File: src/rtl/lbdr_pkt_router_if.sv
// Flit-side and route-side signals of one LBDR router input port.
// flit_valid is a level (FIFO non-empty); the router only observes the head flit and
// never back-pressures it, so there is no ready. port/route_valid/route_err/pkt_cnt are registered.
interface lbdr_pkt_router_if #(
  parameter int X_W   = 2,
  parameter int Y_W   = 2,
  parameter int FID_W = 3,
  parameter int CNT_W = 8
);
  logic                 flit_valid;
  logic [FID_W-1:0]     flit_id;
  logic [X_W+Y_W-1:0]   dst_addr;
  logic [4:0]           port;
  logic                 route_valid;
  logic                 route_err;
  logic [CNT_W-1:0]     pkt_cnt;

  modport master (
    output flit_valid, flit_id, dst_addr,
    input  port, route_valid, route_err, pkt_cnt
  );

  modport slave (
    input  flit_valid, flit_id, dst_addr,
    output port, route_valid, route_err, pkt_cnt
  );
endinterface

File: src/rtl/lbdr_pkt_router.sv
// LBDR route computation for one mesh input port: route latched per header, held to tail.
// Optional macro LBDR_DEROUTE_EN adds cfg_dr and a fallback deroute port for unroutable headers.
module lbdr_pkt_router #(
  parameter int               X_W       = 2,
  parameter int               Y_W       = 2,
  parameter int               FID_W     = 3,
  parameter logic [FID_W-1:0] HEADER_ID = 3'b001,
  parameter logic [FID_W-1:0] TAIL_ID   = 3'b100,
  parameter int               CNT_W     = 8
) (
  input  logic               clk,
  input  logic               rst,
  input  logic [7:0]         cfg_rxy,
  input  logic [3:0]         cfg_cx,
  input  logic [X_W+Y_W-1:0] cfg_cur_addr,
`ifdef LBDR_DEROUTE_EN
  input  logic [7:0]         cfg_dr,
`endif
  lbdr_pkt_router_if.slave   bus,
  output logic               dbg_state
);

  typedef enum logic {IDLE = 1'b0, HOLD = 1'b1} state_t;

  state_t             state_q, state_d;
  logic [7:0]         rxy_q;
  logic [3:0]         cx_q;
  logic [X_W+Y_W-1:0] cur_q;
  logic [4:0]         port_q, port_d;
  logic               rv_q, rv_d;
  logic               err_q, err_d;
  logic [CNT_W-1:0]   cnt_q, cnt_d;

  logic [X_W-1:0]     x_cur, x_dst;
  logic [Y_W-1:0]     y_cur, y_dst;
  logic               n1, s1, e1, w1;
  logic [4:0]         min_route, route;
  logic               is_hdr, is_tail;

`ifdef LBDR_DEROUTE_EN
  logic [7:0]         dr_q;
  logic [1:0]         dr_sel;
`endif

  assign x_cur = cur_q[X_W-1:0];
  assign y_cur = cur_q[X_W+Y_W-1:X_W];
  assign x_dst = bus.dst_addr[X_W-1:0];
  assign y_dst = bus.dst_addr[X_W+Y_W-1:X_W];

  assign n1 = y_dst < y_cur;
  assign s1 = y_cur < y_dst;
  assign e1 = x_cur < x_dst;
  assign w1 = x_dst < x_cur;

  // Port bit order {L,S,W,E,N}; cx_q bit order {Cs,Cw,Ce,Cn} lines up with bits [3:0].
  assign min_route[0] = ((n1 & ~e1 & ~w1) | (n1 & e1 & rxy_q[0]) | (n1 & w1 & rxy_q[1])) & cx_q[0];
  assign min_route[1] = ((e1 & ~n1 & ~s1) | (e1 & n1 & rxy_q[2]) | (e1 & s1 & rxy_q[3])) & cx_q[1];
  assign min_route[2] = ((w1 & ~n1 & ~s1) | (w1 & n1 & rxy_q[4]) | (w1 & s1 & rxy_q[5])) & cx_q[2];
  assign min_route[3] = ((s1 & ~e1 & ~w1) | (s1 & e1 & rxy_q[6]) | (s1 & w1 & rxy_q[7])) & cx_q[3];
  assign min_route[4] = ~n1 & ~e1 & ~w1 & ~s1;

  always_comb begin
    route = min_route;
`ifdef LBDR_DEROUTE_EN
    // Primary direction is the Y move when one is needed, otherwise the X move.
    if (n1)      dr_sel = dr_q[1:0];
    else if (s1) dr_sel = dr_q[7:6];
    else if (e1) dr_sel = dr_q[3:2];
    else         dr_sel = dr_q[5:4];
    if (min_route == 5'b00000) route = {1'b0, (4'b0001 << dr_sel) & cx_q};
`endif
  end

  assign is_hdr  = bus.flit_valid && (bus.flit_id == HEADER_ID);
  assign is_tail = bus.flit_valid && (bus.flit_id == TAIL_ID);

  always_comb begin
    state_d = state_q;
    port_d  = port_q;
    rv_d    = rv_q;
    err_d   = 1'b0;
    cnt_d   = cnt_q;
    case (state_q)
      IDLE: begin
        if (is_hdr) begin
          cnt_d = cnt_q + CNT_W'(1);
          if (route != 5'b00000) begin
            port_d  = route;
            rv_d    = 1'b1;
            state_d = HOLD;
          end else begin
            err_d = 1'b1;
          end
        end else if (bus.flit_valid) begin
          err_d = 1'b1;
        end
      end
      HOLD: begin
        if (is_hdr) begin
          // Missing tail: flag it, then route the new header as a fresh packet.
          err_d = 1'b1;
          cnt_d = cnt_q + CNT_W'(1);
          if (route != 5'b00000) begin
            port_d = route;
            rv_d   = 1'b1;
          end else begin
            port_d  = 5'b00000;
            rv_d    = 1'b0;
            state_d = IDLE;
          end
        end else if (is_tail) begin
          port_d  = 5'b00000;
          rv_d    = 1'b0;
          state_d = IDLE;
        end
      end
      default: state_d = IDLE;
    endcase
  end

  always_ff @(posedge clk) begin
    if (rst) begin
      rxy_q   <= cfg_rxy;
      cx_q    <= cfg_cx;
      cur_q   <= cfg_cur_addr;
`ifdef LBDR_DEROUTE_EN
      dr_q    <= cfg_dr;
`endif
      state_q <= IDLE;
      port_q  <= 5'b00000;
      rv_q    <= 1'b0;
      err_q   <= 1'b0;
      cnt_q   <= '0;
    end else begin
      state_q <= state_d;
      port_q  <= port_d;
      rv_q    <= rv_d;
      err_q   <= err_d;
      cnt_q   <= cnt_d;
    end
  end

  assign bus.port        = port_q;
  assign bus.route_valid = rv_q;
  assign bus.route_err   = err_q;
  assign bus.pkt_cnt     = cnt_q;
  assign dbg_state       = state_q;

endmodule

File: src/flat_wrapper.sv
// flat-port wrapper written by rule: the top's interface ports become plain ports
module lbdr_pkt_router_flat 
#(
  parameter int               X_W       = 2,
  parameter int               Y_W       = 2,
  parameter int               FID_W     = 3,
  parameter logic [FID_W-1:0] HEADER_ID = 3'b001,
  parameter logic [FID_W-1:0] TAIL_ID   = 3'b100,
  parameter int               CNT_W     = 8
)
  (clk, rst, cfg_rxy, cfg_cx, cfg_cur_addr, dbg_state, bus_flit_valid, bus_flit_id, bus_dst_addr, bus_port, bus_route_valid, bus_route_err, bus_pkt_cnt);
  lbdr_pkt_router_if #(.X_W(X_W), .Y_W(Y_W), .FID_W(FID_W), .CNT_W(CNT_W)) bus_i ();
  input  logic clk;
  input  logic rst;
  input  logic [7:0] cfg_rxy;
  input  logic [3:0] cfg_cx;
  input  logic [X_W+Y_W-1:0] cfg_cur_addr;
  output logic dbg_state;
  input wire logic [$bits(bus_i.flit_valid)-1:0] bus_flit_valid;
  input wire logic [$bits(bus_i.flit_id)-1:0] bus_flit_id;
  input wire logic [$bits(bus_i.dst_addr)-1:0] bus_dst_addr;
  output wire logic [$bits(bus_i.port)-1:0] bus_port;
  output wire logic [$bits(bus_i.route_valid)-1:0] bus_route_valid;
  output wire logic [$bits(bus_i.route_err)-1:0] bus_route_err;
  output wire logic [$bits(bus_i.pkt_cnt)-1:0] bus_pkt_cnt;
  assign bus_i.flit_valid = bus_flit_valid;
  assign bus_i.flit_id = bus_flit_id;
  assign bus_i.dst_addr = bus_dst_addr;
  assign bus_port = bus_i.port;
  assign bus_route_valid = bus_i.route_valid;
  assign bus_route_err = bus_i.route_err;
  assign bus_pkt_cnt = bus_i.pkt_cnt;
  lbdr_pkt_router #(.X_W(X_W), .Y_W(Y_W), .FID_W(FID_W), .HEADER_ID(HEADER_ID), .TAIL_ID(TAIL_ID), .CNT_W(CNT_W)) u_core (.clk(clk), .rst(rst), .cfg_rxy(cfg_rxy), .cfg_cx(cfg_cx), .cfg_cur_addr(cfg_cur_addr), .bus(bus_i), .dbg_state(dbg_state));
endmodule
File: config.mk
export PLATFORM = sky130hd
export DESIGN_NAME = lbdr_pkt_router_flat
export DESIGN_NICKNAME = d
export VERILOG_FILES = /design/src/rtl/lbdr_pkt_router_if.sv /design/src/rtl/lbdr_pkt_router.sv /design/src/flat_wrapper.sv
export SDC_FILE = /design/constraint.sdc
export NUM_CORES = 1
export LEC_CHECK = 0
export CAP_MARGIN = 20
export CORE_MARGIN = 4
export CORE_UTILIZATION = 30
export DETAILED_ROUTE_END_ITERATION = 8
export HOLD_SLACK_MARGIN = 0.1
export PLACE_DENSITY = 0.65
export SETUP_SLACK_MARGIN = 0.2
export SYNTH_ARGS = -nofsm -noshare
export SYNTH_HDL_FRONTEND = slang
export SYNTH_SLANG_ARGS = --single-unit
File: constraint.sdc
create_clock -name clk -period 5.3 [get_ports clk]
set_input_delay 1.06 -clock clk [delete_from_list [all_inputs] [get_ports clk]]
set_output_delay 1.06 -clock clk [all_outputs]
set_load 0.01 [all_outputs]
-- Word-level counts from Yosys, hierarchy flattened
Cells that the tools add are included.
- word-level logic and storage cells: 84
- output and inout bits: 16
- bits in registers: 32
- $add $sub $neg: 1
- equality and inequality tests: 5
- magnitude comparators: 4
- reduce and logical (&&, ||, !) cells: 4
- bitwise logic cells: 40
- mux-type cells: 22
- operator list (operator ; count):
    1-bit bitwise AND ; 27
    5-bit 2-to-1 mux ; 5
    1-bit 2-to-1 mux ; 12
    5-bit one-hot mux with 2 select lines ; 1
    8-bit by 1-bit adder with 8-bit output, second input constant ; 1
    2-bit less-than comparator ; 4
    8-bit 2-to-1 mux ; 1
    1-bit OR ; 8
    1-bit one-hot mux with 2 select lines ; 3
    1-bit NOT ; 5
    5-bit nonzero test ; 1
    2-bit by 1-bit != test with 1-bit output, second input constant ; 2
    3-bit by 1-bit == test with 1-bit output, second input constant ; 1
    3-bit == test, second input constant ; 1
    3-bit != test, second input constant ; 1
    3-bit AND reduction ; 1
    1-bit logical AND ; 2

-- Logic depth before layout (Yosys ltp)
- depth after elaboration: 11
- depth in mapped cells: 7
- gate-level depth less buffers: 7

-- Worst setup path before layout
No wires, ideal clock.
- path kind: input port to flip-flop
- start point: input bus_dst_addr[1]
- end point: register u_core.err_q (netlist: u_core.bus.route_err)
- data required time: 5.197 ns
- path slack: 2.412 ns
- stages: 7
- data arrival time: 2.784 ns
- cell sequence: inv_1 > ha_1 > nor2b_2 > o31a_1 > a2111oi_4 > nor3_2 > a2111oi_2
- cells in the longest elaborated chain, start to end: 11
- elaborated cells between the ends (all ways): 43
- those cells by class: 2 x order compare; 3 x mux; 37 x bitwise; 1 x reduce/logical
- RTL lines (item ; line ; RTL):
    from (decl) ; flat_wrapper.sv:21 ; input wire logic [$bits(bus_i.dst_addr)-1:0] bus_dst_addr;
    2-bit less-than comparator ; lbdr_pkt_router.sv:52 ; assign e1 = x_cur < x_dst;
    1-bit NOT ; lbdr_pkt_router.sv:56, lbdr_pkt_router.sv:59, lbdr_pkt_router.sv:60 ;
    1-bit bitwise AND (on tied branches) (2 in series) ; lbdr_pkt_router.sv:56, lbdr_pkt_router.sv:59 ;
    1-bit OR (on tied branches) (2 in series) ; lbdr_pkt_router.sv:56, lbdr_pkt_router.sv:59 ;
    1-bit bitwise AND (on tied branches) ; lbdr_pkt_router.sv:56, lbdr_pkt_router.sv:59 ;
    5-bit nonzero test (*) ; lbdr_pkt_router.sv:87 ; if (route != 5'b00000) begin
    1-bit 2-to-1 mux (*) ; lbdr_pkt_router.sv:87 ;
    1-bit 2-to-1 mux (*) ; lbdr_pkt_router.sv:85 ; if (is_hdr) begin
    1-bit one-hot mux with 2 select lines (*) ; lbdr_pkt_router.sv:83 ; case (state_q)
    to (signal assigned) ; lbdr_pkt_router.sv:138 ; err_q <= err_d;
    to (decl) ; lbdr_pkt_router.sv:31 ; logic err_q, err_d;
Mark *: on every way between the ends. The rest lies on a longest branch, timed or not.
A chain may end at the register's enable or synchronous reset.

-- Final worst setup path
Ends and elaborated chain as after synthesis.

==> results.md <==
- Status: finished clean
- Pleak: 0.736 nW
- Unique masters post-synth: 41
- Top cell family by delay on the critical path: compound AO/OA/AOI/OAI gates
- Area occupied by multi-input gates: 631 um^2
- H-tree Lvls: 2
- Total number of vias: 1115
- Total track usage: 0.102
- CP max FO: 7
- DR DRC count: 0
- Full die area: 6090 um^2
- Diodes inserted: 0
- Port Buffers: 41
- Mapped Cells: 127
- Core area: 4750 um^2
- Iter 0 DRT Violations: 47
- Final hold slack: 485 ps
- Power, Total: 0.553 mW
- Synth Net Count: 158
- Finished Layout Cells: 243
- Overflow after GRT: 0
- Slew Viols, Final: 0
- CP arrival: 3380 ps
- CTS buffer count: 5
- Detail Route Antenna Nets: 0
- Hold Buf Count CTS: 0
- RSZ-0062 raised after global routing: no
- Worst min path class: reg -> reg
- Fin area: 2060 um^2
- Routed WL: 3080 um
- Endpoints failing setup: 0
- WP buf/inv: 2
- Cell Area, Synth: 1470 um^2
- Rel. slew slack: 0.686
- Synth area leaders: edfxtp_1, dfxtp_1, ha_1
- Post-route setup slack: 2100 ps
- # resized after CTS: 0
- Maximum clock path buffer count: 2
- First-pass GRT wire length: 4860 um
- Largest net degree at the start of global routing: 33
- DIE WIDTH: 78.1 um
- Routed wire per std cell: 12.7 um
- FF-to-FF setup slack: 3020 ps
- CTS tree: built
- Startpoint types: input pin
- Crit-path max cell delay: 530 ps
- Seq/Total Area, Yosys: 0.544
- Syn avg cell area: 11.6 um^2
- Sink Count: 32
- Slowest CP cell: a2111oi_4
- Main synth FF type: edfxtp_1
- WP data required: 5480 ps
- Pwr/cell area: 268 nW/um^2
- MaxCap Viol Count: 0
- Area growth syn-to-layout: 40.2%
- Layout net count: 206
- Post-layout util: 0.434
- Synth warn: 0
- Placed cells: 235
- Die Height: 78.1 um
- Fin Setup TNS: 0 ps
- Total iterations of the first detailed-routing run: 4
- Vias in the first global route: 1093
- Fillers: 488
- DR vias/cell: 4.59
- Fin. Hold Viols: 0
- Peak Freq: 313 MHz
- Post-synth top cells: dfxtp_1, edfxtp_1, nor2_1, a21oi_1
- Placed inst area: 1970 um^2
- DP HPWL: 2340 um
- Synth Register Bits: 32
- VDD IR-drop max: 0.000189 V
- Clock Latency Late Sink: 280 ps
- Critical path class: in -> reg
- Worst-path clk slew: 70 ps
- Post-synth EDFFs: 16
- Crit path cell chain: clkdlybuf4s50_1 -> inv_1 -> ha_1 -> nor2b_2 -> o31a_1 -> a2111oi_4 -> nor3_2 -> a2111oi_2
- Root Buffer: clkbuf_8
- Initial Util: 0.310
- FFs w/ async S/R, synth: 0
- Routability Congestion: 0.781
- Tightest Pin Transition: 471 ps
- Post-CTS Setup Inserts: 0
- Leading area contributor after synthesis: edfxtp_1
- Ports: 42
- Register Area: 801 um^2
- Final Skew: 7.32 ps
- Synth top area share: 0.326
- CP endpoint kind: flip-flop
- Period utilization: 0.603
- Rows: 25
- Minimum clock period: 3200 ps
- Pre-CTS setup slack: 1820 ps
- Layout cells sized above 1: 0.0909
- Initial antenna violation count: 0
[metal layers]
layer / global-route usage / wire length [um] / vias to the layer above
li1: - / - / 578
met1: 0.130 / 1470 / 508
met2: 0.164 / 1440 / 25
met3: 0.0321 / 128 / 4
met4: 0.0367 / 43 / 0
met5: 0 / 0 / -
[where the power goes]
group | switching [mW] | total, mW | internal [mW] | leakage (nW)
clock network | 0.0829 | 0.189 | 0.106 | 0.0455
registers | 0.00436 | 0.277 | 0.273 | 0.286
logic | 0.0444 | 0.0875 | 0.0431 | 0.405
total | 0.132 | 0.553 | 0.421 | 0.736
[area by class of cell]
cell class | instances | area share
Inverter | 9 | 0.0164
Multi-Input combinational cell | 84 | 0.305
Tap cell | 67 | 0.0406
Timing Repair Buffer | 43 | 0.206
Clock buffer | 8 | 0.0436
Sequential cell | 32 | 0.388
[path summary, 6_finish.rpt]
kind | cells after the start | to | start
worst min-delay path | 2 | u_core.bus.port[0] | u_core.bus.port[0]
worst max-delay path | 8 | u_core.bus.route_err | bus_dst_addr[1]
worst max register to register | 6 | u_core.bus.route_err | u_core.cur_q[1]
worst min register to register | 2 | u_core.bus.port[0] | u_core.bus.port[0]
[flip-flops by register name, summed over array words and instances, names as in the netlist]
name	cells
u_core.bus.route_err	1
u_core.rxy_q	8
u_core.bus.pkt_cnt	8
u_core.dbg_state	1
u_core.bus.port	5
u_core.bus.route_valid	1
u_core.cur_q	4
u_core.cx_q	4
[placed cells by master (no fill, tap or decap), types with 2 or more instances in the layout]
cell	synthesis	layout
o311ai_0	3	3
nor2b_1	2	2
a211oi_1	2	2
dfxtp_1	16	16
nand3_1	2	2
a21oi_1	9	9
nor3_1	2	2
clkbuf_1	2	2
nand4_1	4	4
buf_4	0	2
nand2b_1	2	2
a2111oi_4	2	2
edfxtp_1	16	16
xor2_1	5	5
clkbuf_8	0	6
xnor2_1	3	3
nor3b_1	3	3
nor2_1	10	10
a21o_1	2	2
nand2_1	8	8
ha_1	5	5
inv_1	8	8
clkdlybuf4s50_1	0	41
[worst reg2reg max path, cell delays in order (launching register included)]
cell	delay (ps)
edfxtp_1	360
ha_1	340
nor2b_2	220
o31a_1	290
a2111oi_4	530
nor3_2	100
a2111oi_2	350
[cell families (layout without fill, tap and decap cells)]
| kind of cell | count (synthesis) | count (layout) | share of synthesized area |
|---|---|---|---|
| xor+xnor | 8 | 8 | 0.0476 |
| flops | 32 | 32 | 0.544 |
| buf+inv | 11 | 60 | 0.0280 |
| simple gates | 39 | 39 | 0.144 |
| compound gates | 32 | 32 | 0.195 |
| fa+ha+maj | 5 | 5 | 0.0425 |
Note: power is estimated with default switching activity, not from simulation.
